## config.mk

```make
export PLATFORM = sky130hd
export DESIGN_NAME = symbol_store_ctrl
export DESIGN_NICKNAME = d
export VERILOG_FILES = /design/src/rtl/symbol_store_ctrl_pkg.sv /design/src/rtl/symbol_store_ctrl_rr_arb2.sv /design/src/rtl/symbol_store_ctrl.sv
export SDC_FILE = /design/constraint.sdc
export NUM_CORES = 1
export LEC_CHECK = 0
export CORE_UTILIZATION = 35
export CTS_CLUSTER_SIZE = 40
export DETAILED_ROUTE_END_ITERATION = 12
export GPL_TIMING_DRIVEN = 0
export PLACE_DENSITY_LB_ADDON = 0.15
export SLEW_MARGIN = 20
export SYNTH_ARGS = -nofsm -noshare
export SYNTH_HDL_FRONTEND = slang
export SYNTH_HIERARCHICAL = 1
export SYNTH_SLANG_ARGS = --single-unit
```

## constraint.sdc

```tcl
create_clock -name sym_clk_i -period 4 [get_ports sym_clk_i]
set_input_delay 0.4 -clock sym_clk_i [delete_from_list [all_inputs] [get_ports sym_clk_i]]
set_output_delay 0.4 -clock sym_clk_i [all_outputs]
set_load 0.01 [all_outputs]
```

## src/rtl/symbol_store_ctrl_pkg.sv

```systemverilog
// Shared sizes and encodings for the QAM symbol store controller.
package symbol_store_ctrl_pkg;

  localparam int SYM_DEPTH  = 512;
  localparam int SYM_ADDR_W = 9;
  localparam int SYM_DATA_W = 8;

  localparam logic [SYM_ADDR_W:0] SYM_CNT_FULL = (SYM_ADDR_W+1)'(SYM_DEPTH);

  typedef enum logic [1:0] {
    ST_IDLE    = 2'd0,
    ST_WR      = 2'd1,
    ST_RD      = 2'd2,
    ST_RD_WAIT = 2'd3
  } state_e;

  typedef enum logic {
    GNT_WRITE = 1'b0,
    GNT_READ  = 1'b1
  } grant_e;

endpackage

```

## src/rtl/symbol_store_ctrl_rr_arb2.sv

```systemverilog
// Two-requester round-robin arbiter (symbol writer vs SPI readback).
module symbol_store_ctrl_rr_arb2
  import symbol_store_ctrl_pkg::*;
(
  input  logic clk_i,
  input  logic rst_i,
  input  logic wr_req_i,
  input  logic rd_req_i,
  input  logic wr_done_i,
  input  logic rd_done_i,
  output logic gnt_wr_o,
  output logic gnt_rd_o
);

  grant_e last_grant_q;
  grant_e last_grant_d;

  // Write wins a tie when the previous access was a read.
  assign gnt_wr_o = !rd_req_i || (last_grant_q == GNT_READ);
  assign gnt_rd_o = rd_req_i && !(wr_req_i && gnt_wr_o);

  always_comb begin
    last_grant_d = last_grant_q;
    if (wr_done_i)      last_grant_d = GNT_WRITE;
    else if (rd_done_i) last_grant_d = GNT_READ;
  end

  always_ff @(posedge clk_i or posedge rst_i) begin
    if (rst_i) last_grant_q <= GNT_READ;
    else       last_grant_q <= last_grant_d;
  end

endmodule

```

## src/rtl/symbol_store_ctrl.sv

```systemverilog
// Shares the single-port 512x8 symbol RAM between the IQ symbol writer and SPI readback.
module symbol_store_ctrl
  import symbol_store_ctrl_pkg::*;
#(
  parameter bit WRAP_EN = 1'b0
) (
  input  logic                  sym_clk_i,
  input  logic                  rst_sym_i,
  input  logic                  clear_i,
  input  logic                  iq_valid_i,
  input  logic [3:0]            i_data_i,
  input  logic [3:0]            q_data_i,
  output logic                  iq_ready_o,
  input  logic                  spi_rd_req_i,
  input  logic [SYM_ADDR_W-1:0] spi_rd_addr_i,
  output logic                  spi_rd_ack_o,
  output logic [SYM_DATA_W-1:0] spi_rd_data_o,
  output logic                  mem_en_o,
  output logic                  mem_we_o,
  output logic [SYM_ADDR_W-1:0] mem_addr_o,
  output logic [SYM_DATA_W-1:0] mem_wdata_o,
  input  logic [SYM_DATA_W-1:0] mem_rdata_i,
  output logic [SYM_ADDR_W:0]   wr_count_o,
  output logic                  store_full_o,
  output logic                  overflow_o
);

  state_e                  state_q, state_d;
  logic [SYM_ADDR_W-1:0]   wr_ptr_q, wr_ptr_d;
  logic [SYM_ADDR_W:0]     wr_count_q, wr_count_d;
  logic                    overflow_q, overflow_d;
  logic                    ack_q, ack_d;
  logic [SYM_DATA_W-1:0]   rd_data_q, rd_data_d;
  logic                    mem_en_q, mem_en_d;
  logic                    mem_we_q, mem_we_d;
  logic [SYM_ADDR_W-1:0]   mem_addr_q, mem_addr_d;
  logic [SYM_DATA_W-1:0]   mem_wdata_q, mem_wdata_d;

  logic idle, wr_space, wr_req, rd_req, gnt_wr, gnt_rd, accept;

  assign idle         = (state_q == ST_IDLE);
  assign store_full_o = (wr_count_q == SYM_CNT_FULL);
  assign wr_space     = !store_full_o || WRAP_EN;
  assign wr_req       = idle && iq_valid_i && wr_space && !clear_i && !rst_sym_i;
  // The request is still high in its own ack cycle; it must not win a second read.
  assign rd_req       = idle && spi_rd_req_i && !ack_q;
  assign iq_ready_o   = idle && gnt_wr && wr_space && !clear_i && !rst_sym_i;
  assign accept       = iq_valid_i && iq_ready_o;

  symbol_store_ctrl_rr_arb2 u_arb (
    .clk_i     (sym_clk_i),
    .rst_i     (rst_sym_i),
    .wr_req_i  (wr_req),
    .rd_req_i  (rd_req),
    .wr_done_i (state_q == ST_WR),
    .rd_done_i (state_q == ST_RD_WAIT),
    .gnt_wr_o  (gnt_wr),
    .gnt_rd_o  (gnt_rd)
  );

  always_comb begin
    state_d     = state_q;
    wr_ptr_d    = wr_ptr_q;
    wr_count_d  = wr_count_q;
    overflow_d  = overflow_q;
    ack_d       = 1'b0;
    rd_data_d   = rd_data_q;
    mem_en_d    = 1'b0;
    mem_we_d    = 1'b0;
    mem_addr_d  = mem_addr_q;
    mem_wdata_d = mem_wdata_q;
    unique case (state_q)
      ST_IDLE: begin
        if (accept) begin
          state_d     = ST_WR;
          mem_en_d    = 1'b1;
          mem_we_d    = 1'b1;
          mem_addr_d  = wr_ptr_q;
          mem_wdata_d = {i_data_i, q_data_i};
        end else if (gnt_rd) begin
          state_d    = ST_RD;
          mem_en_d   = 1'b1;
          mem_addr_d = spi_rd_addr_i;
        end
      end
      ST_WR: begin
        wr_ptr_d = wr_ptr_q + 1'b1;
        if (wr_count_q != SYM_CNT_FULL) wr_count_d = wr_count_q + 1'b1;
        state_d = ST_IDLE;
      end
      ST_RD: state_d = ST_RD_WAIT;
      ST_RD_WAIT: begin
        rd_data_d = mem_rdata_i;
        ack_d     = 1'b1;
        state_d   = ST_IDLE;
      end
      default: state_d = ST_IDLE;
    endcase
    if (iq_valid_i && store_full_o && !WRAP_EN) overflow_d = 1'b1;
    // Clear lands after any in-flight write has already been issued at the old address.
    if (clear_i) begin
      wr_ptr_d   = '0;
      wr_count_d = '0;
      overflow_d = 1'b0;
    end
  end

  always_ff @(posedge sym_clk_i or posedge rst_sym_i) begin
    if (rst_sym_i) begin
      state_q     <= ST_IDLE;
      wr_ptr_q    <= '0;
      wr_count_q  <= '0;
      overflow_q  <= 1'b0;
      ack_q       <= 1'b0;
      rd_data_q   <= '0;
      mem_en_q    <= 1'b0;
      mem_we_q    <= 1'b0;
      mem_addr_q  <= '0;
      mem_wdata_q <= '0;
    end else begin
      state_q     <= state_d;
      wr_ptr_q    <= wr_ptr_d;
      wr_count_q  <= wr_count_d;
      overflow_q  <= overflow_d;
      ack_q       <= ack_d;
      rd_data_q   <= rd_data_d;
      mem_en_q    <= mem_en_d;
      mem_we_q    <= mem_we_d;
      mem_addr_q  <= mem_addr_d;
      mem_wdata_q <= mem_wdata_d;
    end
  end

  assign spi_rd_ack_o  = ack_q;
  assign spi_rd_data_o = rd_data_q;
  assign mem_en_o      = mem_en_q;
  assign mem_we_o      = mem_we_q;
  assign mem_addr_o    = mem_addr_q;
  assign mem_wdata_o   = mem_wdata_q;
  assign wr_count_o    = wr_count_q;
  assign overflow_o    = overflow_q;

endmodule

```

==> flow_summary.yaml, run 1 <==
critical_path:
  critical-path-slowest-cell: "clkdlybuf4s50_1"
  worstSetupStartpointType: "flip-flop"
  critical_path_class: "flip-flop to primary output"
  r2r_end: "mem_addr_o[3]"
  setup.worst_path.start: "wr_count_o[0]"
  ff2ff_setup_slack_ps: 1840
  path_buf_inv: 4
  reg2regPathDepth: 10
  crit_chain: "inv_1 > ha_1 > nor2b_1 > nand4_2 > inv_1 > buf_2 > clkdlybuf4s50_1"
  critical_path.top_delay_family: "buffers and inverters"
  cp_slowest_stage_delay_ps: 590
  critPathRequiredTime_ps: 3600
  critical_path.most_common_cell: "inv_1"
  crit_path_max_fanout: 10
  worst_ep_arrival_time_ps: 2270
  timing.critical_path.to_type: "primary output"
  worst_r2r_startpoint: "wr_count_o[0]"
yosys:
  seq_area_frac_synth: 0.548
  synth_edf_count: 0
  synth_cell_types: 39
  yosysWarningCount: 6
  synthesis.area_mm2: 0.00233
  portion_of_synthesized_cell_area_occupied_by_the_leading_cell_type: 0.536
  netlist.top_cell.by_area: "dfrtp_1"
  ys_async_sr_fraction: 1.00
  ys.flop_type: "dfrtp_1"
  synth_seq_cells: 51
  syn_inst: 198
  synth_nets: 231
  top_count_cell_post_synth: "dfrtp_1"
  syn_avg_cell_area_um2: 11.8
  synthTopCellsByArea: "dfrtp_1 (54%), xor2_1 (4.9%), mux2i_1 (4.7%)"
  yosys-top-cells-count: "dfrtp_1 (50), nor2_1 (21), xor2_1 (13), a21oi_1 (11), mux2i_1 (11)"
finish:
  insertedDiodeCount: 0
  finish.utilization: 0.511
  final_cells: 354
  design_area_mm2: 0.00326
  syn_to_final_growth_pct: 39.8
  final_layout_size_suffix_gt1_frac: 0.134
  final_nets: 309
sta:
  timing_max_transition_violations_final: 0
  grt_setup_unrepaired: "false"
  fin_crit_sh: 0.669
  setup_tns_ps: 0
  setup_viol_count_final: 0
  max_clock_freq_ghz: 0.374
  finalCriticalPeriod_ps: 2670
  fin_worst_skew_ps: 7.99
  headroom_to_the_max_slew_limit: 0.543
  worst_pin_slew_ps: 684
  timing_hold_violations_final: 0
global_route:
  grt_first_pass_wirelength_um: 8080
  grt_max_degree: 31
  vias_in_the_first_global_route: 1651
  gr-total-overflow: 0
  antenna_found_initial: 0
  track_usage: 0.147
min_path:
  number_of_cells_on_the_worst_hold_path: 1
  hold_path_end: "spi_rd_data_o[5]"
  min_from: "spi_rd_data_o[5]"
  timing.hold.worst.class: "flip-flop to flip-flop"
placement:
  finalWeightedCongestion: 0.706
  io_buffer_count: 70
  dpl-instance-area_mm2: 0.00316
  dpl.cell_count: 346
  detailed_place_hpwl_um: 3430
pwr:
  p_per_area_mw_per_mm2: 577
  irDropWorstVdd_uv: 304
  leakagePower_nw: 1.43
clock_network:
  tritoncts: "yes"
  clkTransAtPathRegs_ps: 90
  post_cts.resized_instances: 0
  htreeDepth: 2
  cts-buffers-inserted: 5
  clock_latency_reported_for_the_late_side_of_the_worst_skew_pair_ps: 300
  cts.hold.buffers_added: 0
  clock_tree.buffer_depth: 2
  cts_root_buffer: "clkbuf_8"
  cts_setup_buffers: 0
  tritoncts_num_sinks: 51
floorplan:
  die-area_mm2: 0.00699
  die-width_um: 83.6
  start_util: 0.365
  placeableCoreArea_mm2: 0.00639
  chipHeight_um: 83.6
  floorplan.io_pins: 71
  rows: 29
detailed_routing:
  avgRoutedWirePerCell_um: 13.6
  vias: 1680
  initialDrtViolationCount: 46
  route.antenna.remaining_nets: 0
  first_pass_iters: 4
  remaining_drc_errors: 0
  drt_wl_total_um: 4810
  vias_per_cell: 4.75
job:
  cap_viol_max_count: 0
status:
  run_status: "finished clean"
## cells by family (layout without fill, tap and decap cells)
| kind of cell | Yosys count | in the layout | synth area share |
|---|---|---|---|
| flip-flops | 51 | 51 | 0.548 |
| AO/OA/AOI/OAI | 15 | 15 | 0.0386 |
| AND/OR/NAND/NOR | 70 | 70 | 0.170 |
| XOR/XNOR | 16 | 16 | 0.0601 |
| buffers and inverters | 16 | 95 | 0.0322 |
| multiplexers | 27 | 27 | 0.136 |
| adder cells (fa/ha/maj) | 3 | 3 | 0.0161 |
## routing by layer
| metal | vias up | routed length, µm | track usage |
|---|---|---|---|
| li1 | 836 | - | - |
| met1 | 781 | 2360 | 0.202 |
| met2 | 58 | 2030 | 0.217 |
| met3 | 5 | 362 | 0.0504 |
| met4 | 0 | 65 | 0.0508 |
| met5 | - | 0 | 0 |
## state kept, by name (all words and copies together), names as in the netlist
name,count
state_q,2
overflow_o,1
mem_en_o,1
wr_ptr_q,9
spi_rd_data_o,8
wr_count_o,10
mem_we_o,1
mem_addr_o,9
mem_wdata_o,8
spi_rd_ack_o,1
u_arb/last_grant_q,1
## worst max path at each step
stage,to,depth (start not counted)
final,store_full_o,7
after detailed placement,store_full_o,7
after floorplan,mem_addr_o[0],10
after CTS,store_full_o,7
after global placement,mem_addr_o[4],2
after global routing,store_full_o,7
## cell usage in the layout (no fill, tap or decap), types with 6 or more instances in the layout
cell type / netlist / final
nand2_1: 8 / 8
mux2_2: 9 / 9
clkbuf_8: 0 / 7
clkdlybuf4s50_1: 0 / 70
dfrtp_1: 50 / 50
inv_1: 7 / 6
nor3_1: 9 / 9
nand4_1: 6 / 6
xor2_1: 13 / 13
a21oi_1: 11 / 11
mux2i_1: 11 / 11
mux2_4: 7 / 7
nor2_1: 21 / 21
## area by class of cell
class | count | area (µm²)
plain buffers | 8 | 45.0
clock buffers | 7 | 96.3
clock inverters | 1 | 7.51
fillers | 619 | 3130
inverters | 8 | 30.0
multi-input cells | 131 | 980
flip-flops and latches | 51 | 1280
well taps | 77 | 96.3
repair buffers | 71 | 728
## power by group
group / total (mW) / switching [mW] / internal, mW / leakage [nW]
Combinational: 0.786 / 0.307 / 0.479 / 0.730
Sequential: 0.769 / 0.0878 / 0.682 / 0.650
Clock: 0.324 / 0.167 / 0.158 / 0.0505
## metrics by stage
step           hold slack, ps  setup WS, ps  total power [mW]
3_3_place_gp              487          1250              1.56
5_1_grt                   519          1110              2.01
6_report                  511          1330              1.88
3_5_place_dp              489          1640              1.58
4_1_cts                   495          1290              1.92
2_1_floorplan             290          2050              1.18
(Power assumes the default switching activity.)
==> run 2, diff against run 1 <==
clock period = 2.2 ns   (was 4 ns; I/O delays follow)
==> run 2 against run 1 <==
First-iteration DRC count decreased by 2.2%. Final area is 2.4% higher. Clock power rose by 82%. Global-route usage rose by 0.25 points. Core utilization up 1.2 points. Sequential power rose by 85%. Worst hold slack worse by 160 ps. Critical endpoint is now mem_addr_o[6]. Clock skew fell by 0.81 ps. Via count up 2.9%. Clock-buffer cell count is the same. Non-clock buffer count increased by 5. Register-to-register slack got worse by 1700 ps.
==> flow_summary.yaml, run 2 (synthesis results as in run 1) <==
finish:
  insertedDiodeCount: 0
  layout_commonest_cell: "clkdlybuf4s50_1"
  largest_register_ff_count: 10
  design_area_mm2: 0.00334
  final-seq-area_mm2: 0.00128
  final_cells: 359
  final_nets: 314
  layout.filler_cells: 619
  syn_to_final_growth_pct: 43.1
  final_layout_size_suffix_gt1_frac: 0.181
  finish.utilization: 0.523
  final_cell_mix: "clkdlybuf4s50_1 (68), dfrtp_1 (47), nor2_1 (21)"
  total_area_of_multi_input_combinational_cells_mm2: 0.00100
sta:
  timing_max_transition_violations_final: 0
  timing_hold_violations_final: 0
  finalCriticalPeriod_ps: 2070
  fin_worst_skew_ps: 7.18
  setup_viol_count_final: 0
  max_clock_freq_ghz: 0.483
  worst_pin_slew_ps: 684
  headroom_to_the_max_slew_limit: 0.543
  final_critical_path_setup_slack_ps: 128
  fin_crit_sh: 0.942
clock_network:
  cts-buffers-inserted: 5
  clkTransAtPathRegs_ps: 90
  clock_latency_reported_for_the_late_side_of_the_worst_skew_pair_ps: 300
  htreeDepth: 2
  tritoncts: "yes"
  clock_tree.buffer_depth: 2
  cts_root_buffer: "clkbuf_8"
  tritoncts_num_sinks: 51
critical_path:
  critical_path_class: "flip-flop to flip-flop"
  worst_r2r_startpoint: "wr_count_o[1]"
  r2r_end: "mem_addr_o[6]"
  timing.critical_path.to_type: "flip-flop"
  worstSetupStartpointType: "flip-flop"
  reg2regPathDepth: 10
  crit_path_max_fanout: 5
  critPathRequiredTime_ps: 2380
  ff2ff_setup_slack_ps: 130
  worst_ep_arrival_time_ps: 2260
placement:
  finalWeightedCongestion: 0.706
  dpl.cell_count: 346
  pre_cts_ws_ps: 17.2
  detailed_place_hpwl_um: 3430
  dpl-instance-area_mm2: 0.00316
  io_buffer_count: 70
global_route:
  antenna_found_initial: 0
  grt_max_degree: 31
  vias_in_the_first_global_route: 1684
  gr-total-overflow: 0
  track_usage: 0.150
  grt_first_pass_wirelength_um: 8250
job:
  cap_viol_max_count: 0
floorplan:
  chipHeight_um: 83.6
  die-width_um: 83.6
  floorplan.io_pins: 71
  placeableCoreArea_mm2: 0.00639
  die-area_mm2: 0.00699
  rows: 29
  start_util: 0.365
detailed_routing:
  remaining_drc_errors: 0
  drt_wl_total_um: 5040
  initialDrtViolationCount: 45
  avgRoutedWirePerCell_um: 14.0
  vias_per_cell: 4.81
  first_pass_iters: 4
  vias: 1728
  route.antenna.remaining_nets: 0
pwr:
  irDropWorstVdd_uv: 554
  p_per_area_mw_per_mm2: 1040
  leakagePower_nw: 1.48
min_path:
  timing.hold.worst.class: "primary input to asynchronous set/reset pin"
status:
  run_status: "finished clean"
-- run 2: cell count changes in the layout (fill, tap and decap cells not counted), moves of 2 or more --
cell,delta
buf_4,+4
buf_6,+2
clkdlybuf4s50_1,-2
dfrtp_1,-3
dfrtp_2,+3
-- run 2: stage by stage --
step	total power, mW	setup TNS, ps	hold WS [ps]
after CTS	3.50	0	329
after floorplan	2.15	0	110
after global placement	2.84	-18420	487
final	3.48	0	348
after global routing	3.70	-14.6	353
after detailed placement	2.87	0	489
-- run 2: power breakdown --
group / switching [mW] / leakage (nW) / internal, mW / total [mW]
logic: 0.567 / 0.788 / 0.908 / 1.47
registers: 0.178 / 0.645 / 1.24 / 1.42
clock network: 0.304 / 0.0505 / 0.286 / 0.590
-- run 2: layout make-up --
cell class / instances / share of cell area
clock buffer: 7 / 0.0289
buffer: 7 / 0.0154
sequential: 51 / 0.384
inverter: 8 / 0.00900
multi-input combinational: 131 / 0.300
timing repair buffer: 77 / 0.232
clock inverter: 1 / 0.00225
tap: 77 / 0.0289
-- run 2: layer usage --
| metal | track usage | up-vias | routed length (µm) |
|---|---|---|---|
| met1 | 0.204 | 816 | 2440 |
| met5 | 0 | - | 0 |
| met3 | 0.0504 | 5 | 341 |
| li1 | - | 854 | - |
| met4 | 0.0508 | 0 | 65 |
| met2 | 0.222 | 53 | 2200 |
-- run 2: worst max path at each step --
stage | to | from | slack, ps | cells past startpoint
after global routing | mem_addr_o[4] | wr_count_o[1] | -7 | 10
after global placement | mem_addr_o[4] | rst_sym_i | -370 | 2
after floorplan | mem_addr_o[0] | wr_count_o[0] | 250 | 10
final | mem_addr_o[6] | wr_count_o[1] | 130 | 10
after detailed placement | store_full_o | wr_count_o[0] | 20 | 7
after CTS | iq_ready_o | wr_count_o[6] | 5 | 4
-- run 2: timing repair --
action | 4_1_cts | 5_1_grt
cloned | 0 | 1
pin swaps | 2 | 1
resized for setup | 6 | 8
endpoints found under the setup margin | 2 | 11
setup buffers | 4 | 1
hold buffers | 0 | 0
-- run 2: critical path, stage by stage (launching register included) --
cell,delay [ps]
dfrtp_1,420
inv_1,70
ha_1,140
nor2b_2,180
nand4_2,170
and3_1,230
a21boi_2,150
and2_4,170
clkbuf_4,180
mux2i_1,190
a21oi_1,80
